## src/rtl/alu_seq.sv

```systemverilog
`default_nettype none
// ============================================================================
// alu_seq : registered ALU, single-cycle ops plus iterative MUL/MULH/DIV/REM
// Revision : 1.0
// ============================================================================
module alu_seq #(
  parameter int WIDTH  = 16,
  parameter int MODE_W = 4
) (
  input  logic              i_clk,
  input  logic              i_rst_n,
  input  logic              i_req,
  input  logic [MODE_W-1:0] i_mode,
  input  logic [WIDTH-1:0]  i_l,
  input  logic [WIDTH-1:0]  i_r,
  input  logic              i_carry,
  input  logic              i_flush,
  output logic              o_ready,
  output logic              o_valid,
  output logic [WIDTH-1:0]  o_out,
  output logic [4:0]        o_flags
);

  localparam int CNT_W = $clog2(WIDTH + 1);
  localparam logic [CNT_W-1:0] LAST_STEP = CNT_W'(WIDTH - 1);
  localparam logic [WIDTH-1:0] WIDTH_AMT = WIDTH'(WIDTH);

  localparam logic [1:0] S_IDLE = 2'd0;
  localparam logic [1:0] S_ITER = 2'd1;
  localparam logic [1:0] S_DONE = 2'd2;

  localparam logic [MODE_W-1:0] M_RPASS = MODE_W'(1);
  localparam logic [MODE_W-1:0] M_ADD   = MODE_W'(2);
  localparam logic [MODE_W-1:0] M_SUB   = MODE_W'(3);
  localparam logic [MODE_W-1:0] M_AND   = MODE_W'(4);
  localparam logic [MODE_W-1:0] M_OR    = MODE_W'(5);
  localparam logic [MODE_W-1:0] M_XOR   = MODE_W'(6);
  localparam logic [MODE_W-1:0] M_SHL   = MODE_W'(7);
  localparam logic [MODE_W-1:0] M_SHR   = MODE_W'(8);
  localparam logic [MODE_W-1:0] M_MUL   = MODE_W'(9);
  localparam logic [MODE_W-1:0] M_DIV   = MODE_W'(10);
  localparam logic [MODE_W-1:0] M_ASHR  = MODE_W'(11);
  localparam logic [MODE_W-1:0] M_SEXT  = MODE_W'(12);
  localparam logic [MODE_W-1:0] M_MULH  = MODE_W'(13);
  localparam logic [MODE_W-1:0] M_REM   = MODE_W'(14);

  logic [1:0]         state, state_nxt;
  logic               ready, valid, accept, req_iter;

  logic [WIDTH-1:0]   res_reg;
  logic [4:0]         flag_reg;

  logic [MODE_W-1:0]  op_mode;
  logic [2*WIDTH-1:0] acc;      // product, or {0, dividend->quotient}
  logic [WIDTH-1:0]   rem;
  logic [WIDTH-1:0]   dvs;      // multiplicand or divisor
  logic [CNT_W-1:0]   cnt;

  // ---------------- single-cycle datapath (from live inputs) ----------------
  logic [WIDTH:0]     add_full, sub_full, shl_full;
  logic [WIDTH-1:0]   ashr_val, sext_val, sc_res;
  logic               sc_c, sc_o;
  logic [4:0]         sc_flags;

  assign add_full = {1'b0, i_l} + {1'b0, i_r} + {{WIDTH{1'b0}}, i_carry};
  assign sub_full = {1'b0, i_l} - {1'b0, i_r} - {{WIDTH{1'b0}}, i_carry};
  // Extra top bit catches the last bit shifted out; amounts > WIDTH flush it to 0.
  assign shl_full = {1'b0, i_l} << i_r;
  assign ashr_val = (i_r >= WIDTH_AMT) ? {WIDTH{i_l[WIDTH-1]}}
                                       : WIDTH'($signed(i_l) >>> i_r);

  generate
    if (WIDTH > 8) begin : g_sext_wide
      assign sext_val = {{(WIDTH-8){i_l[7]}}, i_l[7:0]};
    end else begin : g_sext_narrow
      assign sext_val = i_l;
    end
  endgenerate

  always_comb begin
    sc_res = i_l;
    sc_c   = 1'b0;
    sc_o   = 1'b0;
    case (i_mode)
      M_RPASS: sc_res = i_r;
      M_ADD: begin
        sc_res = add_full[WIDTH-1:0];
        sc_c   = add_full[WIDTH];
        sc_o   = (i_l[WIDTH-1] == i_r[WIDTH-1]) && (add_full[WIDTH-1] != i_l[WIDTH-1]);
      end
      M_SUB: begin
        sc_res = sub_full[WIDTH-1:0];
        sc_c   = sub_full[WIDTH];
        sc_o   = (i_l[WIDTH-1] != i_r[WIDTH-1]) && (sub_full[WIDTH-1] != i_l[WIDTH-1]);
      end
      M_AND:  sc_res = i_l & i_r;
      M_OR:   sc_res = i_l | i_r;
      M_XOR:  sc_res = i_l ^ i_r;
      M_SHL: begin
        sc_res = shl_full[WIDTH-1:0];
        sc_c   = shl_full[WIDTH];
      end
      M_SHR:  sc_res = i_l >> i_r;
      M_ASHR: sc_res = ashr_val;
      M_SEXT: sc_res = sext_val;
      default: ;
    endcase
  end

  assign sc_flags = {^sc_res, sc_o, sc_res[WIDTH-1], sc_c, ~|sc_res};
  assign req_iter = i_mode inside {M_MUL, M_MULH, M_DIV, M_REM};

  // ---------------- iterative datapath: one step per ITER cycle ----------------
  logic               op_is_mul, div_ge, hi_nz;
  logic [WIDTH:0]     mul_hi, part_rem;
  logic [2*WIDTH-1:0] step_acc;
  logic [WIDTH-1:0]   step_rem, it_res;
  logic               it_c, it_o;
  logic [4:0]         it_flags;

  assign op_is_mul = (op_mode == M_MUL) || (op_mode == M_MULH);
  assign mul_hi    = {1'b0, acc[2*WIDTH-1:WIDTH]} + (acc[0] ? {1'b0, dvs} : '0);
  assign part_rem  = {rem, acc[WIDTH-1]};
  assign div_ge    = part_rem >= {1'b0, dvs};

  always_comb begin
    step_acc = {mul_hi, acc[WIDTH-1:1]};
    step_rem = rem;
    if (!op_is_mul) begin
      // Restoring step; a zero divisor always "fits", giving all-ones / dividend.
      step_acc = {acc[2*WIDTH-1:WIDTH], acc[WIDTH-2:0], div_ge};
      step_rem = div_ge ? (part_rem[WIDTH-1:0] - dvs) : part_rem[WIDTH-1:0];
    end
  end

  always_comb begin
    it_res = step_acc[WIDTH-1:0];
    case (op_mode)
      M_MULH: it_res = step_acc[2*WIDTH-1:WIDTH];
      M_REM:  it_res = step_rem;
      default: ;
    endcase
    hi_nz = |step_acc[2*WIDTH-1:WIDTH];
    it_c  = (op_mode == M_MULH) && hi_nz;
    it_o  = ((op_mode == M_MUL) && hi_nz) || (!op_is_mul && ~|dvs);
  end

  assign it_flags = {^it_res, it_o, it_res[WIDTH-1], it_c, ~|it_res};

  // ---------------- FSM ----------------
  always_ff @(posedge i_clk or negedge i_rst_n) begin
    if (!i_rst_n) state <= S_IDLE;
    else          state <= state_nxt;
  end

  always_comb begin
    state_nxt = state;
    if (i_flush) begin
      state_nxt = S_IDLE;
    end else begin
      case (state)
        S_IDLE, S_DONE: state_nxt = i_req ? (req_iter ? S_ITER : S_DONE) : S_IDLE;
        S_ITER:         if (cnt == LAST_STEP) state_nxt = S_DONE;
        default:        state_nxt = S_IDLE;
      endcase
    end
  end

  always_comb begin
    ready = 1'b1;
    valid = 1'b0;
    case (state)
      S_ITER:  ready = 1'b0;
      S_DONE:  valid = 1'b1;
      default: ;
    endcase
  end

  assign accept = i_req && !i_flush && ready;

  // ---------------- datapath / result registers ----------------
  always_ff @(posedge i_clk or negedge i_rst_n) begin
    if (!i_rst_n) begin
      op_mode  <= '0;
      acc      <= '0;
      rem      <= '0;
      dvs      <= '0;
      cnt      <= '0;
      res_reg  <= '0;
      flag_reg <= '0;
    end else if (accept) begin
      op_mode <= i_mode;
      dvs     <= i_r;
      acc     <= {{WIDTH{1'b0}}, i_l};
      rem     <= '0;
      cnt     <= '0;
      if (!req_iter) begin
        res_reg  <= sc_res;
        flag_reg <= sc_flags;
      end
    end else if (state == S_ITER && !i_flush) begin
      acc <= step_acc;
      rem <= step_rem;
      cnt <= cnt + CNT_W'(1);
      if (cnt == LAST_STEP) begin
        res_reg  <= it_res;
        flag_reg <= it_flags;
      end
    end
  end

  assign o_ready = ready;
  assign o_valid = valid;
  assign o_out   = res_reg;
  assign o_flags = flag_reg;

endmodule
`default_nettype wire

```

## config.mk

```make
export PLATFORM = sky130hd
export DESIGN_NAME = alu_seq
export DESIGN_NICKNAME = d
export VERILOG_FILES = /design/src/rtl/alu_seq.sv
export SDC_FILE = /design/constraint.sdc
export NUM_CORES = 1
export LEC_CHECK = 0
export CORE_ASPECT_RATIO = 0.6
export CORE_UTILIZATION = 30
export DETAILED_ROUTE_END_ITERATION = 10
export PLACE_DENSITY = 0.43
export SLEW_MARGIN = 10
export SYNTH_ARGS = -nofsm -noshare
export SYNTH_HDL_FRONTEND = slang
export SYNTH_SLANG_ARGS = --single-unit
```

## constraint.sdc

```tcl
create_clock -name i_clk -period 3.77 [get_ports i_clk]
set_input_delay 0.754 -clock i_clk [delete_from_list [all_inputs] [get_ports i_clk]]
set_output_delay 0.754 -clock i_clk [all_outputs]
set_load 0.02 [all_outputs]
```

==> qor.yml <==
timing.setup.critical_path_class: "reg -> reg"
nNetsFinal: 2291
clk_pin_slew_ns: 0.08
initial_utilization_pct: 30.6
failing_checks: "negative setup slack"
place_worst_setup_slack_ns: -1.30
place_congestion: 1.02
critical_path_peak_fanout: 5
first_pass_grt_wire_length_microns: 98700
yosys.area.top_type: "dfrtp_1"
yosys-top-cells-area: "dfrtp_1 19%, ha_1 11%, o21ai_0 4.4%"
total_clock_buffers_created_by_cts: 9
final_util_pct: 46.9
final_layout_size_suffix_gt1_share_pct: 38.1
max_clock_freq_mhz: 245
core_area_sq_um: 40700
worst_slew_margin_rel_pct: 21.6
port_buffers: 63
synth.ff_latch_count: 95
drt-vias-per-instance: 5.74
grt.total_usage_pct: 31.9
wl_per_cell_microns: 25.5
power_density_nw_per_um2: 329
detailedRoute.firstPassIterationCount: 6
startpoint_type: "flop"
cts_num_sinks: 95
worstPathArrival_ns: 4.37
post-synth-top-area-fraction_pct: 19.1
dr.first_iter.drc_count: 1969
setup_viol_count_final: 1
finClkSkew_ns: 0.0136
clock_tree.root_cell: "clkbuf_16"
ys_async_sr_fraction_pct: 100
yosysUniqueCellTypes: 107
global_route.overflow_total: 0
fp-row-count: 57
ios: 64
synthesis.area_per_instance_sq_um: 7.90
max_slew.worst_pin.slew_ns: 1.17
synth.yosys.warnings: 0
yosysMostFrequentCell: "nand2_1"
detailroute.via_count: 15300
layout_stage_area_growth_over_the_synthesis_result_pct: 53.3
die-area_sq_um: 42300
tritoncts: "built"
crit_required_ns: 4.07
outcome: "finished, violations left"
final.setup.worst_slack_ns: -0.304
drcViolationCount: 0
synth-main-ff-cell: "dfrtp_1"
finalHoldViolCount: 0
synth_common_cells: "146 x nand2_1, 142 x nor2_1, 112 x ha_1, 110 x o21ai_0, 105 x a21oi_1"
yosysSeqAreaShare_pct: 19.1
via_count_of_the_first_global_routing_pass: 14300
vdd_ir_drop_max_mv: 0.240
grt_setup_unrepaired: "yes"
fp.dieH_microns: 160
drv.max_cap_violation_count: 0
mappedNetlistNets: 1732
synth_edf_count: 0
initial_antenna_violation_count: 1
synth_cells: 1573
totalPowerFinal_w: 0.00627
mappedNetlistArea_sq_um: 12400
worst_skew_pair.late_latency_ns: 0.38
postRouteWirelength_microns: 68100
end_kind: "flop"
ctsLongestPathBuffers: 2
post-route-min-period_ns: 4.07
power_leakage_nw: 8.72
htreeDepth: 3
route.antenna.remaining_nets: 0
die_x_microns: 265
path_type_of_the_worst_min_delay_path: "in -> async"
dp_hpwl_microns: 56900
final_max_tran_viols: 0
final_critical_path_share_of_the_clock_period_pct: 108
grt_max_degree: 56
timing.setup.tns_ns: -0.304
-- per-stage QoR --
| stage | instance area, sq um | std cells | hold slack (ns) |
|---|---|---|---|
| 5_1_grt | 19100 | 2668 | 0.409 |
| 3_3_place_gp | 17600 | 2614 | 0.465 |
| 3_5_place_dp | 17600 | 2614 | 0.475 |
| 4_1_cts | 18900 | 2664 | 0.388 |
| 2_1_floorplan | 12500 | 1573 | 0.450 |
| 6_report | 19100 | 2669 | 0.368 |
-- critical path: stages (launching register included) --
cell,delay (ns)
dfrtp_2,0.47
ha_4,0.19
buf_4,0.13
buf_4,0.12
nor2b_1,0.23
o31a_2,0.26
o21ai_4,0.09
a2111oi_4,0.41
buf_4,0.23
nor2_1,0.09
buf_4,0.16
o32ai_1,0.42
a21oi_1,0.09
ha_1,0.30
xnor2_1,0.19
xnor2_1,0.12
xnor2_1,0.26
o21ai_1,0.09
a21oi_1,0.14
-- report_power, final --
part | switching [W] | total, W | internal [W]
registers | 0.000135 | 0.00128 | 0.00114
clock network | 0.000496 | 0.000966 | 0.000470
logic | 0.00212 | 0.00403 | 0.00191
total | 0.00275 | 0.00627 | 0.00352
-- area by class of cell --
cell class / instances / area, sq um
diodes: 1 / 2.50
clock buffers: 9 / 225
clock inverters: 7 / 73.8
fillers: 4040 / 21600
inverters: 86 / 330
multi-input cells: 1286 / 10100
flip-flops and latches: 95 / 2380
well taps: 531 / 664
repair buffers: 654 / 5270
-- path summary, 6_finish.rpt --
check | start | end | slack, ns | depth (start not counted)
worst max-delay path | dvs[0] | o_flags[4] | -0.30 | 18
worst min-delay path | i_rst_n | cnt[0] | 0.37 | 1
worst max register to register | dvs[0] | o_flags[4] | -0.30 | 18
worst min register to register | cnt[4] | cnt[4] | 0.49 | 2
max in group asynchronous | i_rst_n | dvs[0] | 2.64 | 2
min in group i_clk | cnt[4] | cnt[4] | 0.49 | 2
-- state kept, by name (all words and copies together) (netlist names) --
signal / count
state: 2
rem: 16
acc: 32
o_flags: 5
o_out: 15
op_mode: 4
cnt: 5
dvs: 16
-- cells in the final DEF (no fill, tap or decap), types with 13 or more instances in the layout --
cell,instances
dlygate4sd2_1,28
o21ai_0,102
mux2i_1,37
and3_1,15
nand2_1,146
nand3b_1,13
xnor2_1,23
nor2_1,138
clkdlybuf4s50_1,28
o21a_1,16
buf_6,22
nand4_1,18
inv_2,15
mux4_2,19
mux2_2,14
and2_1,25
buf_4,557
inv_1,69
a211oi_1,20
ha_4,23
a21oi_1,98
buf_12,14
nand2b_1,13
nand3_1,25
a22o_1,22
ha_1,86
dfrtp_1,94
o211ai_1,31
a21o_1,27
nor3_1,41
-- what timing repair did --
action | 4_1_cts | 5_1_grt
setup buffers | 33 | 4
endpoints found under the setup margin | 6 | 4
pin swaps | 69 | 28
cloned | 2 | 0
hold buffers | 0 | 0
gates resized for setup | 191 | 24
-- cells by family (layout without fill, tap and decap cells) --
logic type,Yosys count,count (layout),share of synthesized area [%]
xor gates and xnor gates,42,42,2.96
AOI/OAI and AO/OA,532,532,30.5
adders and majority gates,118,118,12.2
and+or+nand+nor,522,522,20.8
other,0,1,0
DFF,95,95,19.1
buffers and inverters,192,756,6.49
muxes,72,72,7.85
-- layer usage --
metal	vias up	global-route usage [%]	wire length, microns
met1	7473	54.3	35400
met2	781	37.5	23300
li1	7022	-	-
met5	-	0	0
met3	32	10.2	9030
met4	0	2.55	413
No activity file was read; power rests on OpenSTA's default activity.
